<file path="config.mk">
export PLATFORM = sky130hd
export DESIGN_NAME = ddr3_req_sched_flat
export DESIGN_NICKNAME = d
export VERILOG_FILES = /design/src/rtl/ddr3_req_sched_if.sv /design/src/rtl/ddr3_req_sched.sv /design/src/flat_wrapper.sv
export SDC_FILE = /design/constraint.sdc
export NUM_CORES = 1
export LEC_CHECK = 0
export CAP_MARGIN = 20
export CORE_MARGIN = 4
export CORE_UTILIZATION = 27
export CTS_CLUSTER_SIZE = 40
export DETAILED_ROUTE_END_ITERATION = 8
export PLACE_DENSITY = 0.93
export SYNTH_ARGS = -nofsm -noshare
export SYNTH_HDL_FRONTEND = slang
export SYNTH_SLANG_ARGS = --single-unit
</file>
<file path="constraint.sdc">
create_clock -name clock -period 4.35 [get_ports clock]
set_input_delay 1.305 -clock clock [delete_from_list [all_inputs] [get_ports clock]]
set_output_delay 1.305 -clock clock [all_outputs]
set_load 0.005 [all_outputs]
</file>
<file path="src/rtl/ddr3_req_sched_if.sv">
// ddr3_req_sched_if: one direction of the request/acknowledge bus between front-end, scheduler and controller FSM
interface ddr3_req_sched_if #(
  parameter int ADDRS = 28,
  parameter int REQID = 4
);
  logic             req;
  logic             lst;
  logic [REQID-1:0] tid;
  logic [ADDRS-1:0] adr;
  logic             ack;
  logic             err;
  modport master (output req, lst, tid, adr, input ack, err);
  modport slave  (input req, lst, tid, adr, output ack, err);
endinterface

</file>
<file path="src/rtl/ddr3_req_sched.sv">
// ddr3_req_sched: grants WRITE or READ a whole transaction at a time, with fair run limits and turnaround gaps
module ddr3_req_sched #(
  parameter int ADDRS       = 28,
  parameter int REQID       = 4,
  parameter int MAX_RUN     = 4,
  parameter int TURN_CYCLES = 2
) (
  input  logic             clock,
  input  logic             reset,
  ddr3_req_sched_if.slave  mem_wr,
  ddr3_req_sched_if.slave  mem_rd,
  ddr3_req_sched_if.master fsm_wr,
  ddr3_req_sched_if.master fsm_rd,
  output logic             sch_dir_o,
  output logic             sch_busy_o
);
  localparam int RW      = $clog2(MAX_RUN + 1);
  localparam int TW      = TURN_CYCLES > 1 ? $clog2(TURN_CYCLES) : 1;
  localparam int TURN_LD = TURN_CYCLES > 0 ? TURN_CYCLES - 1 : 0;
  typedef enum logic [1:0] {IDLE, WR, RD, TURN} state_t;
  state_t           state_q, state_d;
  logic             last_dir_q, last_dir_d;
  logic [RW-1:0]    run_cnt_q, run_cnt_d;
  logic [TW-1:0]    turn_cnt_q, turn_cnt_d;
  logic             same, other;
  logic [RW-1:0]    run_inc;
  logic [REQID-1:0] wr_tid, rd_tid;
  logic [ADDRS-1:0] wr_adr, rd_adr;
  assign wr_tid = mem_wr.tid;
  assign rd_tid = mem_rd.tid;
  assign wr_adr = mem_wr.adr;
  assign rd_adr = mem_rd.adr;
  assign fsm_wr.req = mem_wr.req & (state_q == WR);
  assign fsm_wr.lst = mem_wr.lst;
  assign fsm_wr.tid = wr_tid;
  assign fsm_wr.adr = wr_adr;
  assign fsm_rd.req = mem_rd.req & (state_q == RD);
  assign fsm_rd.lst = mem_rd.lst;
  assign fsm_rd.tid = rd_tid;
  assign fsm_rd.adr = rd_adr;
  assign mem_wr.ack = fsm_wr.ack & (state_q == WR);
  assign mem_wr.err = fsm_wr.err & (state_q == WR);
  assign mem_rd.ack = fsm_rd.ack & (state_q == RD);
  assign mem_rd.err = fsm_rd.err & (state_q == RD);
  assign sch_dir_o  = last_dir_q;
  assign sch_busy_o = state_q != IDLE;
  assign same    = last_dir_q ? mem_rd.req : mem_wr.req;
  assign other   = last_dir_q ? mem_wr.req : mem_rd.req;
  assign run_inc = run_cnt_q == RW'(MAX_RUN) ? run_cnt_q : run_cnt_q + 1'b1;
  always_comb begin
    state_d    = state_q;
    last_dir_d = last_dir_q;
    run_cnt_d  = run_cnt_q;
    turn_cnt_d = turn_cnt_q;
    case (state_q)
      IDLE: begin
        if (same && (!other || run_cnt_q < RW'(MAX_RUN))) begin
          state_d = last_dir_q ? RD : WR;
        end else if (other) begin
          last_dir_d = !last_dir_q;
          run_cnt_d  = '0;
          turn_cnt_d = TW'(TURN_LD);
          state_d    = TURN_CYCLES > 0 ? TURN : (last_dir_q ? WR : RD);
        end
      end
      // grant is committed once TURN is entered; requests are not re-checked
      TURN: begin
        turn_cnt_d = turn_cnt_q == '0 ? '0 : turn_cnt_q - 1'b1;
        state_d    = turn_cnt_q == '0 ? (last_dir_q ? RD : WR) : TURN;
      end
      WR: begin
        if ((fsm_wr.ack || fsm_wr.err) && mem_wr.lst) begin
          run_cnt_d = run_inc;
          state_d   = IDLE;
        end
      end
      RD: begin
        if ((fsm_rd.ack || fsm_rd.err) && mem_rd.lst) begin
          run_cnt_d = run_inc;
          state_d   = IDLE;
        end
      end
      default: state_d = IDLE;
    endcase
  end
  always_ff @(posedge clock) begin
    if (reset) begin
      state_q    <= IDLE;
      last_dir_q <= 1'b0;
      run_cnt_q  <= '0;
      turn_cnt_q <= '0;
    end else begin
      state_q    <= state_d;
      last_dir_q <= last_dir_d;
      run_cnt_q  <= run_cnt_d;
      turn_cnt_q <= turn_cnt_d;
    end
  end
endmodule

</file>
<file path="src/flat_wrapper.sv">
// flat-port wrapper written by rule: the top's interface ports become plain ports
module ddr3_req_sched_flat 
#(
  parameter int ADDRS       = 28,
  parameter int REQID       = 4,
  parameter int MAX_RUN     = 4,
  parameter int TURN_CYCLES = 2
)
  (clock, reset, sch_dir_o, sch_busy_o, mem_wr_req, mem_wr_lst, mem_wr_tid, mem_wr_adr, mem_wr_ack, mem_wr_err, mem_rd_req, mem_rd_lst, mem_rd_tid, mem_rd_adr, mem_rd_ack, mem_rd_err, fsm_wr_req, fsm_wr_lst, fsm_wr_tid, fsm_wr_adr, fsm_wr_ack, fsm_wr_err, fsm_rd_req, fsm_rd_lst, fsm_rd_tid, fsm_rd_adr, fsm_rd_ack, fsm_rd_err);
  ddr3_req_sched_if #(.ADDRS(ADDRS), .REQID(REQID)) mem_wr_i ();
  ddr3_req_sched_if #(.ADDRS(ADDRS), .REQID(REQID)) mem_rd_i ();
  ddr3_req_sched_if #(.ADDRS(ADDRS), .REQID(REQID)) fsm_wr_i ();
  ddr3_req_sched_if #(.ADDRS(ADDRS), .REQID(REQID)) fsm_rd_i ();
  input  logic clock;
  input  logic reset;
  output logic sch_dir_o;
  output logic sch_busy_o;
  input wire logic [$bits(mem_wr_i.req)-1:0] mem_wr_req;
  input wire logic [$bits(mem_wr_i.lst)-1:0] mem_wr_lst;
  input wire logic [$bits(mem_wr_i.tid)-1:0] mem_wr_tid;
  input wire logic [$bits(mem_wr_i.adr)-1:0] mem_wr_adr;
  output wire logic [$bits(mem_wr_i.ack)-1:0] mem_wr_ack;
  output wire logic [$bits(mem_wr_i.err)-1:0] mem_wr_err;
  input wire logic [$bits(mem_rd_i.req)-1:0] mem_rd_req;
  input wire logic [$bits(mem_rd_i.lst)-1:0] mem_rd_lst;
  input wire logic [$bits(mem_rd_i.tid)-1:0] mem_rd_tid;
  input wire logic [$bits(mem_rd_i.adr)-1:0] mem_rd_adr;
  output wire logic [$bits(mem_rd_i.ack)-1:0] mem_rd_ack;
  output wire logic [$bits(mem_rd_i.err)-1:0] mem_rd_err;
  output wire logic [$bits(fsm_wr_i.req)-1:0] fsm_wr_req;
  output wire logic [$bits(fsm_wr_i.lst)-1:0] fsm_wr_lst;
  output wire logic [$bits(fsm_wr_i.tid)-1:0] fsm_wr_tid;
  output wire logic [$bits(fsm_wr_i.adr)-1:0] fsm_wr_adr;
  input wire logic [$bits(fsm_wr_i.ack)-1:0] fsm_wr_ack;
  input wire logic [$bits(fsm_wr_i.err)-1:0] fsm_wr_err;
  output wire logic [$bits(fsm_rd_i.req)-1:0] fsm_rd_req;
  output wire logic [$bits(fsm_rd_i.lst)-1:0] fsm_rd_lst;
  output wire logic [$bits(fsm_rd_i.tid)-1:0] fsm_rd_tid;
  output wire logic [$bits(fsm_rd_i.adr)-1:0] fsm_rd_adr;
  input wire logic [$bits(fsm_rd_i.ack)-1:0] fsm_rd_ack;
  input wire logic [$bits(fsm_rd_i.err)-1:0] fsm_rd_err;
  assign mem_wr_i.req = mem_wr_req;
  assign mem_wr_i.lst = mem_wr_lst;
  assign mem_wr_i.tid = mem_wr_tid;
  assign mem_wr_i.adr = mem_wr_adr;
  assign mem_wr_ack = mem_wr_i.ack;
  assign mem_wr_err = mem_wr_i.err;
  assign mem_rd_i.req = mem_rd_req;
  assign mem_rd_i.lst = mem_rd_lst;
  assign mem_rd_i.tid = mem_rd_tid;
  assign mem_rd_i.adr = mem_rd_adr;
  assign mem_rd_ack = mem_rd_i.ack;
  assign mem_rd_err = mem_rd_i.err;
  assign fsm_wr_req = fsm_wr_i.req;
  assign fsm_wr_lst = fsm_wr_i.lst;
  assign fsm_wr_tid = fsm_wr_i.tid;
  assign fsm_wr_adr = fsm_wr_i.adr;
  assign fsm_wr_i.ack = fsm_wr_ack;
  assign fsm_wr_i.err = fsm_wr_err;
  assign fsm_rd_req = fsm_rd_i.req;
  assign fsm_rd_lst = fsm_rd_i.lst;
  assign fsm_rd_tid = fsm_rd_i.tid;
  assign fsm_rd_adr = fsm_rd_i.adr;
  assign fsm_rd_i.ack = fsm_rd_ack;
  assign fsm_rd_i.err = fsm_rd_err;
  ddr3_req_sched #(.ADDRS(ADDRS), .REQID(REQID), .MAX_RUN(MAX_RUN), .TURN_CYCLES(TURN_CYCLES)) u_core (.clock(clock), .reset(reset), .mem_wr(mem_wr_i), .mem_rd(mem_rd_i), .fsm_wr(fsm_wr_i), .fsm_rd(fsm_rd_i), .sch_dir_o(sch_dir_o), .sch_busy_o(sch_busy_o));
endmodule
</file>
==> results.toml <==
[sta]
rsz0062_at_grt = "false"
setup_tns_ns = 0
setup_ws_ns = 0.470
setup_viol_count_final = 0
fin_skew_ns = 0.00178
fin_hold_ws_ns = 0.505
hold_violations = 0
max_freq_ghz = 0.258
slew-limit-headroom_pct = 78.9
worstMarginPinSlew_ns = 0.317
fin_crit_sh_pct = 89.2
period_minus_slack_ns = 3.88
slew_violations = 0

[outcome]
status = "complete, no violations"

[power_and_ir_drop]
p_comb_share_pct = 57.7
internal_power_w = 0.000279
switchingPower_w = 0.000171
p_sw_share_pct = 38.1
p_seq_share_pct = 22.3
peakVddDrop_uv = 119
power_density_nw_per_um2 = 514
leakage_nw = 0.318
clock_power_share_pct = 20.1

[floorplanning]
die_width_um = 71.3
ios = 148
fp-row-count = 22
start_util_pct = 28.7
die_y_um = 71.3
core_sq_um = 3770
dieArea_sq_um = 5080

[routing]
routedWlPerCell_um = 11.8
routed_wl_mm = 1.65
via_count = 639
top_layer = "met4"
dr_wl_met3_um = 229
drtIter0Drc = 20
drtPass1Iterations = 4
ant_nets = 0
wl_met2_um = 768
viasPerCell = 4.56
drc = 0
m1WireLength_um = 618

[final_layout]
final_cell_mix = "clkdlybuf4s50_1 (19), inv_1 (7), ha_1 (7), dfxtp_1 (7)"
diodes = 0
seq_area_sq_um = 140
fin_util_pct = 23.2
multiInputGateArea_sq_um = 414
nets = 174
synthToLayoutAreaGrowth_pct = -19.0
layout-drive-gt1-share_pct = 6.52
stdcell_count = 140
fillers = 394
final_common_cell = "clkdlybuf4s50_1"

[critical_path]
max_stage_delay_ns = 0.61
start_kind = "input pin"
required_ns = 3.04
critPathArrivalTime_ns = 2.58
cpMostUsedCell = "clkdlybuf4s50_1"
slowest_stage = "clkdlybuf4s50_1"
critPathMaxFanout = 8
cp_cell_sequence = "clkdlybuf4s50_1 > and2_1 > clkdlybuf4s50_1"
path_class = "in -> out"
cp-end-kind = "primary output"

[clocking]
cts_tree = "done"
cts.sinks = 7
clockBufferDepth = 2
ctsResizeCount = 0
ctsHoldBuffers = 0
cts_buffers = 3
cts_setup_buffers = 0
cts_root_buf = "clkbuf_8"
clk_pin_slew_ns = 0.04
htree_levels = 1
clk_latency_ns = 0.22

[synth]
syn_area_sq_um = 1080
avgSynthCellArea_sq_um = 7.95
syn_nets = 217
syn_inst = 136
yosysWarnings = 0
ys_ff_latch = 7
synth.distinct_cells = 23
yosysSeqAreaShare_pct = 13.0

[grt]
grt_max_degree = 10
grt_pass1_vias = 629
grt_overflow = 0
globalRouteTotalUtil_pct = 6.41
antenna_found_initial = 0
grt_first_pass_wirelength_mm = 2.59

[placement]
hpwl_mm = 1.33
io_buffers = 19
place_congestion = 0.753
placedCellCount = 136
dp_slack_ns = 0.473

[hold_path]
hold_path_class = "reg -> reg"

[run]
maxCapViolations = 0
==> cells by family after synthesis <==
logic type               count (synthesis)  synth area share (%)
adder cells (fa/ha/maj)                  7                  8.10
AO/OA/AOI/OAI                           18                  13.9
flip-flops                               7                  13.0
AND/OR/NAND/NOR                         28                  14.5
multiplexers                             2                  1.85
buffers and inverters                   74                  48.7
==> sequential cells by signal (all words and copies together) (netlist names) <==
signal	cells
u_core.state_q	2
u_core.turn_cnt_q	1
u_core.run_cnt_q	3
u_core.sch_dir_o	1
==> layout make-up <==
class	count	share of cell area, %
clock buffers	4	5.14
inverters	7	3.00
multi-input cells	55	47.3
flip-flops and latches	7	16.0
well taps	48	6.86
repair buffers	19	21.7
==> synth_stat cells <==
cell	number	area, sq um
o21ai_0	1	5.00
inv_1	7	26.3
a31oi_1	3	18.8
and2_1	6	37.5
buf_4	66	495
nor2b_1	2	12.5
mux2i_1	2	20.0
nand3b_1	2	15.0
nand2_1	6	22.5
a21oi_1	5	25.0
or3_1	1	6.26
a311oi_1	2	17.5
ha_1	7	87.6
buf_2	1	5.00
nand2b_1	6	37.5
nor2_1	2	7.51
o221ai_1	2	17.5
a221oi_2	2	30.0
nor3b_1	1	7.51
o221ai_4	1	26.3
nand3_1	2	10.0
o21ai_1	2	10.0
dfxtp_1	7	140
==> worst max-delay path, delay by kind of cell <==
family	cells	cell delay (ns)
buf+inv	2	1.10
simple gates	1	0.17
==> final timing paths <==
| path | cells after the start | slack (ns) | startpoint | end |
|---|---|---|---|---|
| worst max-delay path | 3 | 0.47 | mem_wr_req | fsm_wr_req |
| worst min-delay path | 2 | 0.51 | u_core.run_cnt_q[1] | u_core.run_cnt_q[1] |
| worst max register to register | 6 | 2.70 | u_core.state_q[0] | u_core.state_q[1] |
| worst min register to register | 2 | 0.51 | u_core.run_cnt_q[1] | u_core.run_cnt_q[1] |
==> power by group through the flow <==
stage	Sequential [W]	Clock, W	Combinational (W)
global route	0.000103	0.0000978	0.000288
finish	0.000100	0.0000904	0.000260
detailed placement	0.000102	0	0.000261
global placement	0.000100	0	0.000253
floorplan	0.0000974	0	0.000225
CTS	0.000101	0.0000926	0.000262
==> stage by stage <==
| stage | power [W] | area [sq um] |
|---|---|---|
| CTS | 0.000455 | 876 |
| floorplan | 0.000322 | 1080 |
| global route | 0.000489 | 876 |
| detailed placement | 0.000363 | 831 |
| finish | 0.000450 | 876 |
| global placement | 0.000353 | 831 |
==> metal layers <==
metal | track usage (%) | vias up
met3 | 5.89 | 10
met5 | 0 | -
met1 | 5.46 | 301
li1 | - | 296
met2 | 10.2 | 32
met4 | 3.13 | 0
No activity file was read; power rests on OpenSTA's default activity.
